[src/rtl/pc_unit_if.sv]
// Bus bundle for pc_unit: decode controls, branch-compare flag, operands,
// stall, and the instruction-memory request/acknowledge handshake.
// master = pc_unit side, slave = surrounding core / instruction memory.
interface pc_unit_if;
    logic        branch;
    logic        jal;
    logic        jalr;
    logic        zero;
    logic [31:0] imm;
    logic [31:0] rs1_val;
    logic        stall;
    logic        imem_ack;
    logic        imem_req;
    logic [31:0] pc;
    logic [31:0] pc_plus4;
    logic        instr_valid;
    logic        trap;
    logic [31:0] trap_pc;

    modport master (
        input  branch, jal, jalr, zero, imm, rs1_val, stall, imem_ack,
        output imem_req, pc, pc_plus4, instr_valid, trap, trap_pc
    );

    modport slave (
        output branch, jal, jalr, zero, imm, rs1_val, stall, imem_ack,
        input  imem_req, pc, pc_plus4, instr_valid, trap, trap_pc
    );
endinterface

[src/rtl/pc_unit.sv]
// Program counter and next-PC sequencer for the single-cycle core.
// BOOT -> FETCH (request until ack) -> EXEC (commit, pick next PC) -> FETCH,
// with a one-cycle TRAP detour for misaligned control-flow targets.
// Optional feature: define PC_RETIRE_CNT_EN to add the retire_cnt output.
module pc_unit #(
    parameter logic [31:0] RESET_VEC = 32'h0000_0000,
    parameter logic [31:0] TRAP_VEC  = 32'h0000_0100
) (
    input  logic        clk,
    input  logic        rst,
    pc_unit_if.master   bus
`ifdef PC_RETIRE_CNT_EN
    ,
    output logic [31:0] retire_cnt
`endif
);

    typedef enum logic [1:0] {
        BOOT,
        FETCH,
        EXEC,
        TRAP
    } stateT;

    stateT       state;
    stateT       nextState;
    logic [31:0] pcReg;
    logic [31:0] pcNext;
    logic [31:0] trapPcReg;
    logic [31:0] trapPcNext;
    logic [31:0] seqTarget;
    logic [31:0] target;
    logic        redirect;
    logic        misaligned;
    logic        imemReq;
    logic        instrValid;
    logic        trapPulse;

    assign seqTarget = pcReg + 32'd4;

    // Target selection: jalr > jal > taken branch > sequential.
    always_comb begin
        target   = seqTarget;
        redirect = 1'b0;
        if (bus.jalr) begin
            target   = (bus.rs1_val + bus.imm) & ~32'h1;
            redirect = 1'b1;
        end else if (bus.jal || (bus.branch && bus.zero)) begin
            target   = pcReg + bus.imm;
            redirect = 1'b1;
        end
    end

    // Only redirected targets can be misaligned; fall-through is always aligned.
    assign misaligned = redirect && target[1];

    // State, PC and trap-address registers.
    always_ff @(posedge clk) begin
        if (rst) begin
            state     <= BOOT;
            pcReg     <= RESET_VEC;
            trapPcReg <= '0;
        end else begin
            state     <= nextState;
            pcReg     <= pcNext;
            trapPcReg <= trapPcNext;
        end
    end

    // Next-state, next-PC and per-state strobes.
    always_comb begin
        nextState  = state;
        pcNext     = pcReg;
        trapPcNext = trapPcReg;
        imemReq    = 1'b0;
        instrValid = 1'b0;
        trapPulse  = 1'b0;
        case (state)
            BOOT: begin
                nextState = FETCH;
            end
            FETCH: begin
                imemReq = 1'b1;
                if (bus.imem_ack) begin
                    nextState = EXEC;
                end
            end
            EXEC: begin
                instrValid = 1'b1;
                if (!bus.stall) begin
                    if (misaligned) begin
                        trapPcNext = target;
                        nextState  = TRAP;
                    end else begin
                        pcNext    = target;
                        nextState = FETCH;
                    end
                end
            end
            TRAP: begin
                trapPulse = 1'b1;
                pcNext    = TRAP_VEC;
                nextState = FETCH;
            end
            default: begin
                nextState = BOOT;
            end
        endcase
    end

    assign bus.imem_req    = imemReq;
    assign bus.instr_valid = instrValid;
    assign bus.trap        = trapPulse;
    assign bus.pc          = pcReg;
    assign bus.pc_plus4    = seqTarget;
    assign bus.trap_pc     = trapPcReg;

`ifdef PC_RETIRE_CNT_EN
    logic        retireNow;
    logic [31:0] retireCnt;

    assign retireNow = (state == EXEC) && !bus.stall && !misaligned;

    // Count committed instructions; wraps naturally at 2^32.
    always_ff @(posedge clk) begin
        if (rst) begin
            retireCnt <= '0;
        end else if (retireNow) begin
            retireCnt <= retireCnt + 32'd1;
        end
    end

    assign retire_cnt = retireCnt;
`endif

endmodule

[src/flat_wrapper.sv]
// flat-port wrapper written by rule: the top's interface ports become plain ports
module pc_unit_flat 
#(
    parameter logic [31:0] RESET_VEC = 32'h0000_0000,
    parameter logic [31:0] TRAP_VEC  = 32'h0000_0100
)
  (clk, rst, bus_branch, bus_jal, bus_jalr, bus_zero, bus_imm, bus_rs1_val, bus_stall, bus_imem_ack, bus_imem_req, bus_pc, bus_pc_plus4, bus_instr_valid, bus_trap, bus_trap_pc);
  pc_unit_if bus_i ();
  input  logic clk;
  input  logic rst;
  input wire logic [$bits(bus_i.branch)-1:0] bus_branch;
  input wire logic [$bits(bus_i.jal)-1:0] bus_jal;
  input wire logic [$bits(bus_i.jalr)-1:0] bus_jalr;
  input wire logic [$bits(bus_i.zero)-1:0] bus_zero;
  input wire logic [$bits(bus_i.imm)-1:0] bus_imm;
  input wire logic [$bits(bus_i.rs1_val)-1:0] bus_rs1_val;
  input wire logic [$bits(bus_i.stall)-1:0] bus_stall;
  input wire logic [$bits(bus_i.imem_ack)-1:0] bus_imem_ack;
  output wire logic [$bits(bus_i.imem_req)-1:0] bus_imem_req;
  output wire logic [$bits(bus_i.pc)-1:0] bus_pc;
  output wire logic [$bits(bus_i.pc_plus4)-1:0] bus_pc_plus4;
  output wire logic [$bits(bus_i.instr_valid)-1:0] bus_instr_valid;
  output wire logic [$bits(bus_i.trap)-1:0] bus_trap;
  output wire logic [$bits(bus_i.trap_pc)-1:0] bus_trap_pc;
  assign bus_i.branch = bus_branch;
  assign bus_i.jal = bus_jal;
  assign bus_i.jalr = bus_jalr;
  assign bus_i.zero = bus_zero;
  assign bus_i.imm = bus_imm;
  assign bus_i.rs1_val = bus_rs1_val;
  assign bus_i.stall = bus_stall;
  assign bus_i.imem_ack = bus_imem_ack;
  assign bus_imem_req = bus_i.imem_req;
  assign bus_pc = bus_i.pc;
  assign bus_pc_plus4 = bus_i.pc_plus4;
  assign bus_instr_valid = bus_i.instr_valid;
  assign bus_trap = bus_i.trap;
  assign bus_trap_pc = bus_i.trap_pc;
  pc_unit #(.RESET_VEC(RESET_VEC), .TRAP_VEC(TRAP_VEC)) u_core (.clk(clk), .rst(rst), .bus(bus_i));
endmodule
[config.mk]
export PLATFORM = sky130hd
export DESIGN_NAME = pc_unit_flat
export DESIGN_NICKNAME = d
export VERILOG_FILES = /design/src/rtl/pc_unit_if.sv /design/src/rtl/pc_unit.sv /design/src/flat_wrapper.sv
export SDC_FILE = /design/constraint.sdc
export NUM_CORES = 1
export LEC_CHECK = 0
export ABC_AREA = 1
export CAP_MARGIN = 20
export CORE_MARGIN = 2
export CORE_UTILIZATION = 35
export DETAILED_ROUTE_END_ITERATION = 8
export PLACE_DENSITY = 0.68
export SKIP_CTS_REPAIR_TIMING = 1
export SYNTH_ARGS = -nofsm -noshare
export SYNTH_HDL_FRONTEND = slang
export SYNTH_SLANG_ARGS = --single-unit
[constraint.sdc]
create_clock -name clk -period 3.1 [get_ports clk]
set_input_delay 0.775 -clock clk [delete_from_list [all_inputs] [get_ports clk]]
set_output_delay 0.775 -clock clk [all_outputs]
set_load 0.02 [all_outputs]
==> metrics.log <==
[metrics] RSZ-0062 raised after global routing: false
[metrics] Fin. Hold Viols: 0
[metrics] number of standard cells in the final layout excluding fillers: 2114
[metrics] time the final worst path needs with I/O delays and setup: 2.99 ns
[metrics] met3 track utilization from global routing: between 3 and 4%
[metrics] CP Capture Type: output pin
[metrics] Mapped Cells: 1526
[metrics] clock network fraction of total power: between 30 and 40%
[metrics] share of power burned in registers: a little over a quarter
[metrics] global routing's busiest layer: met2
[metrics] count of warnings emitted by yosys: 0
[metrics] Die W: 159 um
[metrics] pin count of the biggest net entering global routing: 39
[metrics] Slew Viols, Final: 0
[metrics] initial antenna violation count: 0
[metrics] power per unit of standard cell area: 289 nW/um2
[metrics] share of the yosys chip area belonging to registers: between 15 and 20%
[metrics] starting density of the core: between 30 and 40%
[metrics] Bufs on Longest Clock Path: 2
[metrics] met2 Use GR: 46.9%
[metrics] overall via count from detail_route: 10400
[metrics] Critical Setup Path Class: flop to output pin
[metrics] Hold Path Class: flop to flop
[metrics] routed wirelength normalized by instance count: 16.1 um
[metrics] number of DRC markers after the initial detailed-route iteration: 871
[metrics] worst endpoint required time: 2.32 ns
[metrics] placed cell count: 2098
[metrics] Netlist cell types: 48
[metrics] first-pass GRT wire length: 53.0 mm
[metrics] gp weighted congestion: 0.948
[metrics] worst supply voltage drop on vdd: 0.208 mV
[metrics] hold path endpoint: u_core.bus.trap_pc[4]$_SDFFE_PP0P_
[metrics] Synth Area per Inst: 5.51 um2
[metrics] register-to-register setup slack: roughly 0.74 ns
[metrics] global-route usage over all layers: 26.5%
[metrics] most frequent cells in the layout: 575 x sky130_fd_sc_hd__nand2_1, 249 x sky130_fd_sc_hd__inv_1, 146 x sky130_fd_sc_hd__clkdlybuf4s50_1
[metrics] CTS HTree Levels: 3
[metrics] number of antenna cells inserted: 0
[metrics] via count of the first global-routing pass: between 9000 and 10000
[metrics] Seq cells post-synth: 66
[metrics] number of cell rows: 56
[metrics] area share of the largest cell type after synthesis: 25.7%
[metrics] Tcrit/Tclk final: between 90% and 100%
[metrics] Worst Setup Slack, final: 0.114 ns
[metrics] hold wc startpoint: u_core.bus.trap_pc[4]$_SDFFE_PP0P_
[metrics] met1 track utilization from global routing: 33.7%
[metrics] DRC Markers: 0
[metrics] r2r startpoint: u_core.bus.pc[2]$_SDFFE_PP0P_
[metrics] peak clock frequency supported by timing: 335 MHz
[metrics] number of detailed-route iterations in the first pass: 6
[metrics] TritonCTS buffer count: 9
[metrics] reg-to-reg endpoint: u_core.bus.trap_pc[9]$_SDFFE_PP0P_
[metrics] Logic pwr share: between 40 and 50%
[metrics] fill cell instance count of the final layout: 2548
[metrics] final core utilization: roughly half
[metrics] max-capacitance violation count: 0
[metrics] post-DR vias/cell: 4.91
[metrics] Area Overhead vs Synth: 38.9%
[metrics] clock net sink count: 66
[metrics] most common cell after layout, fill and taps aside: sky130_fd_sc_hd__nand2_1
[metrics] Syn Nets: 1662
[metrics] count of buffers inserted at the top-level ports: 170
[metrics] Layout Nets: slightly below 2000
[metrics] switching power summed over all nets: 1220 uW
[metrics] fraction of layout cells with a size suffix above 1: 10.7%
[metrics] Post-synth top flop: sky130_fd_sc_hd__dfxtp_1
[metrics] fraction of power spent switching nets: 36.3%
[metrics] final number of setup-violating endpoints: 0
[metrics] arrival time at the worst endpoint: about 2.2 ns
[metrics] antenna viol nets, final: 0
[metrics] Detail Placement HPWL: 28.9 mm
[metrics] Cell Int Power: ~2100 uW
[metrics] core area: 23500 um2
[metrics] Post-Route Hold Slack: 0.473 ns
[metrics] sum of negative setup slack: 0 ns
[metrics] Worst Reg2Reg Path Length in Cells: 13
[metrics] DIE AREA: 25300 um2
[metrics] biggest fanout along the worst timing path: 5
[metrics] cell accounting for the most synthesized area: sky130_fd_sc_hd__nand2_1
[metrics] synthesized area: about 8400 um2
[metrics] number of cells on the worst hold path: 2
[metrics] worst-skew pair later-pin latency: 0.34 ns
[metrics] EDFF count, synth: 0
[metrics] critical path startpoint: u_core.bus.pc[2]$_SDFFE_PP0P_
[metrics] root buffer selected by CTS: sky130_fd_sc_hd__clkbuf_16
[metrics] headroom to the max-slew limit: 40.1%
[metrics] CTS tree: yes
[metrics] reported leakage power: 0.00644 uW
[metrics] top cells by area, synth: sky130_fd_sc_hd__nand2_1 26%, sky130_fd_sc_hd__dfxtp_1 16%, sky130_fd_sc_hd__inv_1 11%
[metrics] area occupied by multi-input gates: approximately 6000 um2
[metrics] result of the run: finished, final reports clean
[metrics] Die Height: 159 um
[metrics] detailed-route wire length: about 34 mm
[metrics] setup slack after placement: -0.0701 ns
[metrics] Boundary Pins: about 170
[metrics] largest clock skew in the final design: 0.00656 ns
[metrics] register area: between 1000 and 1500 um2
[metrics] clock slew at reported path FFs: 0.06 ns
[metrics] sum of overflow across all layers after global routing: 0
[metrics] slew at the pin closest to its max-slew limit: about 0.9 ns
[metrics] startpoint type of the worst setup path: flop
[metrics] proportion of synthesized flip-flops having asynchronous set or reset: 0%
[state kept, by name (all words and copies together) (netlist names)]
register            count
u_core.bus.pc          32
u_core.bus.trap_pc     32
u_core.state            2
[power by group through the flow]
| stage | clock (uW) | sequential [uW] | combinational [uW] |
|---|---|---|---|
| 6_report | 1100 | 905 | 1360 |
| 5_1_grt | 1140 | 906 | 1500 |
| 4_1_cts | 1110 | 903 | 1370 |
| 3_5_place_dp | 0 | 921 | 1360 |
| 3_3_place_gp | 0 | 922 | 1360 |
| 2_1_floorplan | 0 | 946 | 726 |
[cell type report]
| type | instances | area share (%) |
|---|---|---|
| clock inverters | 3 | 0.386 |
| inverters | 253 | 8.15 |
| flip-flops and latches | 66 | 11.4 |
| clock buffers | 13 | 2.40 |
| repair buffers | 284 | 22.9 |
| well taps | 319 | 3.42 |
| multi-input cells | 1176 | 51.4 |
[Yosys cell counts (2+ instances only)]
| master | instances |
|---|---|
| sky130_fd_sc_hd__a21o_1 | 6 |
| sky130_fd_sc_hd__a21oi_1 | 96 |
| sky130_fd_sc_hd__a21oi_2 | 2 |
| sky130_fd_sc_hd__and2_1 | 3 |
| sky130_fd_sc_hd__buf_2 | 12 |
| sky130_fd_sc_hd__buf_4 | 5 |
| sky130_fd_sc_hd__clkbuf_1 | 10 |
| sky130_fd_sc_hd__dfxtp_1 | 66 |
| sky130_fd_sc_hd__fa_1 | 2 |
| sky130_fd_sc_hd__ha_1 | 62 |
| sky130_fd_sc_hd__inv_1 | 249 |
| sky130_fd_sc_hd__inv_2 | 3 |
| sky130_fd_sc_hd__nand2_1 | 575 |
| sky130_fd_sc_hd__nand2_2 | 14 |
| sky130_fd_sc_hd__nand3_1 | 109 |
| sky130_fd_sc_hd__nand3_2 | 5 |
| sky130_fd_sc_hd__nand3b_1 | 12 |
| sky130_fd_sc_hd__nand4_1 | 16 |
| sky130_fd_sc_hd__nor2_1 | 136 |
| sky130_fd_sc_hd__nor2_2 | 5 |
| sky130_fd_sc_hd__nor2_4 | 6 |
| sky130_fd_sc_hd__nor3_1 | 11 |
| sky130_fd_sc_hd__nor3_2 | 2 |
| sky130_fd_sc_hd__o211ai_1 | 3 |
| sky130_fd_sc_hd__o21a_1 | 4 |
| sky130_fd_sc_hd__o21ai_0 | 39 |
| sky130_fd_sc_hd__o21ai_1 | 3 |
| sky130_fd_sc_hd__o21bai_1 | 7 |
| sky130_fd_sc_hd__o221ai_1 | 2 |
| sky130_fd_sc_hd__or2_2 | 5 |
| sky130_fd_sc_hd__xnor2_1 | 21 |
| sky130_fd_sc_hd__xnor2_2 | 4 |
| sky130_fd_sc_hd__xor2_1 | 14 |
| sky130_fd_sc_hd__xor2_2 | 3 |
[metal layers]
layer  vias to the layer above  part of all wire (%)
li1                       5297                     -
met2                       390                    47
met5                         -                     0
met3                        48                   6.0
met4                         0                   2.6
met1                      4637                    44
[worst max-delay path, stage by stage (launching register included)]
cell                             delay (ns)
sky130_fd_sc_hd__dfxtp_1               0.39
sky130_fd_sc_hd__ha_1                  0.20
sky130_fd_sc_hd__nand2_1               0.07
sky130_fd_sc_hd__inv_1                 0.11
sky130_fd_sc_hd__nand2_2               0.10
sky130_fd_sc_hd__nor2_4                0.20
sky130_fd_sc_hd__nand2_2               0.10
sky130_fd_sc_hd__nor2_4                0.15
sky130_fd_sc_hd__nand2_2               0.10
sky130_fd_sc_hd__xnor2_2               0.17
sky130_fd_sc_hd__dlymetal6s2s_1        0.27
[cell families after synthesis]
group	share of synthesized area, %
AND/OR/NAND/NOR	45.2
buffers and inverters	13.3
AO/OA/AOI/OAI	11.1
flip-flops	15.7
adder cells (fa/ha/maj)	9.71
XOR/XNOR	5.00
[per-stage QoR]
stage               cell area [um2]  power (uW)
floorplan                      8400        1670
global placement              11300        2280
detailed placement            11300        2280
CTS                           11600        3380
global route                  11700        3550
finish                        11700        3370
[how the worst max path moves through the flow]
stage	endpoint	slack, ns	depth (start not counted)
after global placement	u_core.bus.pc[29]$_SDFFE_PP0P_	-0.06	13
after global routing	bus_pc_plus4[30]	0.01	10
final	bus_pc_plus4[30]	0.11	10
after floorplan	bus_pc_plus4[22]	0.65	8
after CTS	bus_pc_plus4[22]	-0.34	9
after detailed placement	u_core.bus.trap_pc[12]$_SDFFE_PP0P_	-0.07	13
Note: power is estimated with default switching activity, not from simulation.
